===== src/rtl/alu_issue_stage.sv =====
// rtl/alu_issue_stage.sv - operand fetch / issue stage with busy scoreboard (optional macro: ISSUE_BYPASS_EN)
module alu_issue_stage #(
  parameter int WIDTH = 19,
  parameter int NREGS = 8
) (
  input  logic             clk,
  input  logic             rst,
  input  logic             instr_valid,
  output logic             instr_ready,
  input  logic [WIDTH-1:0] instr_data,
  output logic             iss_valid,
  input  logic             iss_ready,
  output logic [WIDTH-1:0] alu_a,
  output logic [WIDTH-1:0] alu_b,
  output logic [4:0]       alu_opcode,
  output logic [2:0]       iss_rd,
  input  logic             wb_en,
  input  logic [2:0]       wb_rd,
  input  logic [WIDTH-1:0] wb_data,
  output logic [NREGS-1:0] busy_mask,
  output logic             illegal_op
);

  logic [WIDTH-1:0] r_rf [NREGS];
  logic [NREGS-1:0] r_busy;
  logic             r_iss_valid;
  logic [WIDTH-1:0] r_alu_a;
  logic [WIDTH-1:0] r_alu_b;
  logic [4:0]       r_alu_opcode;
  logic [2:0]       r_iss_rd;
  logic             r_illegal;

  logic [4:0]       w_op;
  logic [2:0]       w_rd;
  logic [2:0]       w_rs1;
  logic [2:0]       w_rs2;
  logic [4:0]       w_unused_rsvd;
  logic             w_legal;
  logic             w_unary;
  logic             w_binary;
  logic             w_illegal;
  logic [NREGS-1:0] w_wb_mask;
  logic [NREGS-1:0] w_busy_eff;
  logic             w_wb_hit;
  logic             w_hazard;
  logic             w_accept;
  logic [WIDTH-1:0] w_rs1_val;
  logic [WIDTH-1:0] w_rs2_val;

  assign w_op          = instr_data[18:14];
  assign w_rd          = instr_data[13:11];
  assign w_rs1         = instr_data[10:8];
  assign w_rs2         = instr_data[7:5];
  assign w_unused_rsvd = instr_data[4:0];

  assign w_legal   = (w_op >= 5'd1) && (w_op <= 5'd10);
  assign w_unary   = (w_op == 5'd5) || (w_op == 5'd6) || (w_op == 5'd10);
  assign w_binary  = w_legal && !w_unary;
  assign w_illegal = (w_op >= 5'd11);

  assign w_wb_mask = wb_en ? (NREGS'(1) << wb_rd) : '0;

`ifdef ISSUE_BYPASS_EN
  // A register being written back this cycle is treated as ready and its new value is forwarded.
  assign w_busy_eff = r_busy & ~w_wb_mask;
  assign w_wb_hit   = 1'b0;
  assign w_rs1_val  = (wb_en && (wb_rd == w_rs1)) ? wb_data : r_rf[w_rs1];
  assign w_rs2_val  = (wb_en && (wb_rd == w_rs2)) ? wb_data : r_rf[w_rs2];
`else
  // Without forwarding, any write-back touching a used register stalls one cycle so the read sees the new value.
  assign w_busy_eff = r_busy;
  assign w_wb_hit   = wb_en && ((wb_rd == w_rs1) || (w_binary && (wb_rd == w_rs2)) || (wb_rd == w_rd));
  assign w_rs1_val  = r_rf[w_rs1];
  assign w_rs2_val  = r_rf[w_rs2];
`endif

  assign w_hazard = w_legal && (w_busy_eff[w_rs1] || (w_binary && w_busy_eff[w_rs2]) ||
                                w_busy_eff[w_rd] || w_wb_hit);

  assign instr_ready = (!r_iss_valid || iss_ready) && !w_hazard;
  assign w_accept    = instr_valid && instr_ready;

  // Issue register: load on a legal accept, hold while stalled, drop valid after a handshake.
  always_ff @(posedge clk or posedge rst) begin
    if (rst) begin
      r_iss_valid  <= 1'b0;
      r_alu_a      <= '0;
      r_alu_b      <= '0;
      r_alu_opcode <= '0;
      r_iss_rd     <= '0;
    end else if (w_accept && w_legal) begin
      r_iss_valid  <= 1'b1;
      r_alu_a      <= w_rs1_val;
      r_alu_b      <= w_unary ? '0 : w_rs2_val;
      r_alu_opcode <= w_op;
      r_iss_rd     <= w_rd;
    end else if (r_iss_valid && iss_ready) begin
      r_iss_valid  <= 1'b0;
    end
  end

  // Illegal opcodes are swallowed and flagged for exactly one cycle.
  always_ff @(posedge clk or posedge rst) begin
    if (rst) begin
      r_illegal <= 1'b0;
    end else begin
      r_illegal <= w_accept && w_illegal;
    end
  end

  // Scoreboard: write-back clears, a new destination sets, and the set wins on collision.
  always_ff @(posedge clk or posedge rst) begin
    if (rst) begin
      r_busy <= '0;
    end else begin
      r_busy <= (r_busy & ~w_wb_mask) | ((w_accept && w_legal) ? (NREGS'(1) << w_rd) : '0);
    end
  end

  // Register file write port, fed only by the write-back bus.
  always_ff @(posedge clk or posedge rst) begin
    if (rst) begin
      for (int i = 0; i < NREGS; i++) r_rf[i] <= '0;
    end else if (wb_en) begin
      r_rf[wb_rd] <= wb_data;
    end
  end

  assign iss_valid  = r_iss_valid;
  assign alu_a      = r_alu_a;
  assign alu_b      = r_alu_b;
  assign alu_opcode = r_alu_opcode;
  assign iss_rd     = r_iss_rd;
  assign busy_mask  = r_busy;
  assign illegal_op = r_illegal;

endmodule

===== config.mk =====
export PLATFORM = sky130hd
export DESIGN_NAME = alu_issue_stage
export DESIGN_NICKNAME = d
export VERILOG_FILES = /design/src/rtl/alu_issue_stage.sv
export SDC_FILE = /design/constraint.sdc
export NUM_CORES = 1
export LEC_CHECK = 0
export BUFFER_PORTS_ARGS = -buffer_cell sky130_fd_sc_hd__buf_2
export CAP_MARGIN = 20
export CORE_ASPECT_RATIO = 0.75
export CORE_MARGIN = 2
export CORE_UTILIZATION = 44
export CTS_BUF_LIST = sky130_fd_sc_hd__clkbuf_4 sky130_fd_sc_hd__clkbuf_8
export CTS_CLUSTER_DIAMETER = 120
export DETAILED_ROUTE_END_ITERATION = 6
export HOLD_SLACK_MARGIN = 0.1
export SLEW_MARGIN = 10
export SYNTH_ARGS = -nofsm -noshare
export SYNTH_HDL_FRONTEND = slang
export SYNTH_SLANG_ARGS = --single-unit

===== constraint.sdc =====
create_clock -name clk -period 7.8 [get_ports clk]
set_input_delay 0.39 -clock clk [delete_from_list [all_inputs] [get_ports clk]]
set_output_delay 0.39 -clock clk [all_outputs]
set_load 0.02 [all_outputs]

==> metrics list <==
- The repair_antennas step left the layout with diodes totalling 0.
- Biggest area consumer among synthesized cells: sky130_fd_sc_hd__dfrtp_1
- Number of buffers on the longest clock path: 3
- Dividing total power by cell area gives a power density of 299 nW/um2.
- Counting distinct cell types in the post-synthesis netlist gives 31.
- The tree is rooted in a sky130_fd_sc_hd__clkbuf_8.
* Number of synthesized flops with an enable pin: 0
* Kind of launch point of the worst setup path: primary input
* Largest stage delay, worst path: 0.66 ns
- Dividing the detail-routed wire length by the instance count gives 23.7 um.
- Total Negative Setup Slacks: 0 ns
* DIE WIDTH: 182 um
- Total number of vias: 6274
- GRT Residual Overflow: 0
* Post-synthesis share of cell area spent on full adders, half adders and majority gates: 0
- Clock-pin slew was measured on the worst setup and hold paths at 0.06 ns.
- Pin placement for this block handled 103 I/O pins.
- CTS saw 208 sinks.
- Synthesized area per cell: 15.8 um2
- The die covers 25000 um2.
- Dividing the final minimum period by the clock period gives 0.433.
- The analysis attributes to cell leakage a power of 5.14 nW.
* Setup repair after global routing missed its margin: no
- Slowest cell on crit path: sky130_fd_sc_hd__buf_4
* # setup viols final: 0
- The via count of the first global-routing pass was 6926.
* Post-synthesis instance area: 10400 um2
- Kind of critical path: primary input to flip-flop
- The share of synthesized area in the top cell type comes to 0.499.
* CP Data Arrival Time: 3.77 ns
* Share of layout cells above drive strength 1: 0.603
- At the end of routability-driven placement, the weighted congestion stood at 0.773.
- Measured against its own limit, the worst slew margin works out to 0.305.
- Detail-routed via count per cell: 5.79
* TritonCTS clock tree: built
- Timing analysis after detailed placement gives a worst setup slack of 3.83 ns.
* First-pass GRT wire length: 40000 um
* Area of the core: 23100 um2
- Estimated wirelength of the detail-placed design: 15100 um
* H-tree depth: 2
- The die is 137 um tall.
- Actual slew at the worst max-slew pin: 1.04 ns
* Port Buffer Count: 97
- Finished Layout Cells: 1084
* Total setup buffers inserted after CTS: 0
- Entering global routing, the biggest net connects 131 pins.
- Sequential element share of the synthesized area: 0.499
- Data required time at the worst endpoint: 8.19 ns
- Final setup skew: 0.0200 ns
- Counting tap cells, the placed design contains a total of 1021 instances.
- Top area cells in the synthesized netlist: sky130_fd_sc_hd__dfrtp_1, sky130_fd_sc_hd__mux2_2, sky130_fd_sc_hd__mux4_2
- For this run, the top clock speed supported by timing is 0.296 GHz.
* Number of nets with antenna violations after routing: 0
- Warning count from the yosys run: 0
- Net count after synthesis: 708
- After detailed routing, the total wire length is 25700 um.
- The area fraction in compound gates after synthesis came to 0.0130.
* Initial Utilization: 0.451
- The worst-case IR drop observed on VDD is 151 uV.
* Clock period minus worst slack: 3.38 ns
- Clock latency on the worst-skew pair: 0.53 ns
- STA classifies the critical path endpoint as a flip-flop.
- In this run the worst hold path is classified as primary input to flip-flop.
- Row count: 48
* Main combinational cell family by area after synthesis: multiplexers
- The pre-antenna-repair detailed-routing pass consisted of 4 iterations.
- Max-cap violations in this run came to 0.
- The synthesized design contains 208 register bits.
- The cell that appears most often on the critical path is sky130_fd_sc_hd__buf_4.
* Total CTS buffers: 36
- Number of antenna violations at the first check in global routing: 0
- Crit path max fanout: 45
* Post-synthesis simple-gate area fraction: 0.0252
- GR Util All Layers: 0.213
* Multiplexer area fraction after synthesis: 0.431
- Number of instances in the synthesized netlist: 662
- Number of hold violations in the final report: 0
* Xor-xnor portion of the synthesized cell area: 0.00840
- Power comes to 3.58 mW.
- Quantity of hold-fixing buffers added after cts: 1
- Measured on the finished design, the core utilization comes to 0.517.
* Most instantiated flip-flop cell in the synthesis netlist: sky130_fd_sc_hd__dfrtp_1
- Number of nets in the finished design: 808
- Final critical-path setup slack: 4.42 ns
- The area growth from synthesis to layout is 14.7%.
- Post-synthesis async set-or-reset flop share: 1.00
* DRC Markers: 0
* Drt initial violations: 191
- Max Transition Viols Final: 0
- Result of the run: complete, no violations
* Series of cell instances along the critical path: buf_2 > buf_4 > xnor2_1 > a41oi_1 > nand2_1 > nor4_4 > buf_4 > mux2_2
* Number of gates given a new drive strength after cts: 0
==> flip-flops by register name (all words and copies together), names as in the netlist <==
signal / cells
alu_opcode: 5
illegal_op: 1
iss_valid: 1
busy_mask: 8
iss_rd: 3
r_rf: 152
alu_a: 19
alu_b: 19
==> through the flow <==
| stage | cell area, um2 | hold WS, ns |
|---|---|---|
| 6_report | 12000 | 0.158 |
| 5_1_grt | 12000 | 0.134 |
| 4_1_cts | 11900 | 0.129 |
| 3_5_place_dp | 11200 | 0.470 |
| 3_3_place_gp | 11200 | 0.464 |
| 2_1_floorplan | 10400 | 0.491 |
==> synthesized netlist by cell type (all sizes together), types with 2 or more instances <==
master  number
buf         18
clkbuf      33
inv          6
a32o         8
mux2       216
nor2b        8
mux4        81
and2         3
xnor2        9
nor4         2
nand2        5
nand3        4
mux2i       24
dfrtp      208
nor3b        2
nand4        3
nor2        22
==> where the power goes <==
group | internal, mW | switching, mW
Sequential | 1.38 | 0.197
Combinational | 0.542 | 0.466
Clock | 0.559 | 0.437
==> cells by family (layout without fill, tap and decap cells) <==
kind of cell | after synthesis | count (layout)
AND/OR/NAND/NOR | 51 | 51
multiplexers | 321 | 321
AO/OA/AOI/OAI | 15 | 15
XOR/XNOR | 10 | 10
buffers and inverters | 57 | 179
flip-flops | 208 | 208
==> per-layer routing <==
| layer | vias to the layer above | global-route usage | share of wire |
|---|---|---|---|
| met2 | 172 | 0.350 | 0.47 |
| met4 | 0 | 0.0574 | 0.010 |
| met1 | 3341 | 0.293 | 0.46 |
| met3 | 24 | 0.0431 | 0.051 |
| met5 | - | 0 | 0 |
| li1 | 2737 | - | - |
==> area by class of cell <==
cell class                      count  area [um2]
Clock buffer                       56         689
Clock inverter                      4        25.0
Fill cell                        1937       11200
Inverter                            6        30.0
Multi-Input combinational cell    397        5000
Sequential cell                   208        5200
Tap cell                          300         375
Timing Repair Buffer              113         632
==> cells in the final DEF, fill, tap and decap left out, types with 2 or more instances in the layout <==
cell type                    instances
sky130_fd_sc_hd__mux4_2             81
sky130_fd_sc_hd__clkbuf_4           13
sky130_fd_sc_hd__buf_4              13
sky130_fd_sc_hd__clkbuf_8           43
sky130_fd_sc_hd__clkinv_2            2
sky130_fd_sc_hd__nor2_1             21
sky130_fd_sc_hd__nand4_1             3
sky130_fd_sc_hd__mux2_2            212
sky130_fd_sc_hd__mux2_1              4
sky130_fd_sc_hd__nand2_1             5
sky130_fd_sc_hd__and2_1              3
sky130_fd_sc_hd__inv_1               5
sky130_fd_sc_hd__a32o_1              8
sky130_fd_sc_hd__clkinvlp_4          2
sky130_fd_sc_hd__mux2i_1            24
sky130_fd_sc_hd__nand3_1             2
sky130_fd_sc_hd__buf_2              97
sky130_fd_sc_hd__xnor2_1             9
sky130_fd_sc_hd__dfrtp_1           208
sky130_fd_sc_hd__nand3_2             2
sky130_fd_sc_hd__nor2b_1             8
==> critical path, delay by kind of cell <==
| family | cells | cell delay, ns |
|---|---|---|
| XOR/XNOR | 1 | 0.16 |
| multiplexers | 1 | 0.42 |
| AO/OA/AOI/OAI | 1 | 0.23 |
| buffers and inverters | 3 | 1.73 |
| AND/OR/NAND/NOR | 2 | 0.77 |
==> worst paths after layout <==
path | cells past startpoint | end | slack (ns) | startpoint
max reg2reg | 6 | alu_b[3] | 4.73 | busy_mask[5]
min reg2reg | 1 | alu_a[7] | 0.48 | alu_a[7]
min | 2 | illegal_op | 0.16 | instr_valid
min in group asynchronous | 3 | alu_a[10] | 0.61 | rst
max in group asynchronous | 5 | illegal_op | 6.01 | rst
max | 8 | alu_b[3] | 4.42 | instr_data[8]
Note: power is estimated with default switching activity, not from simulation.
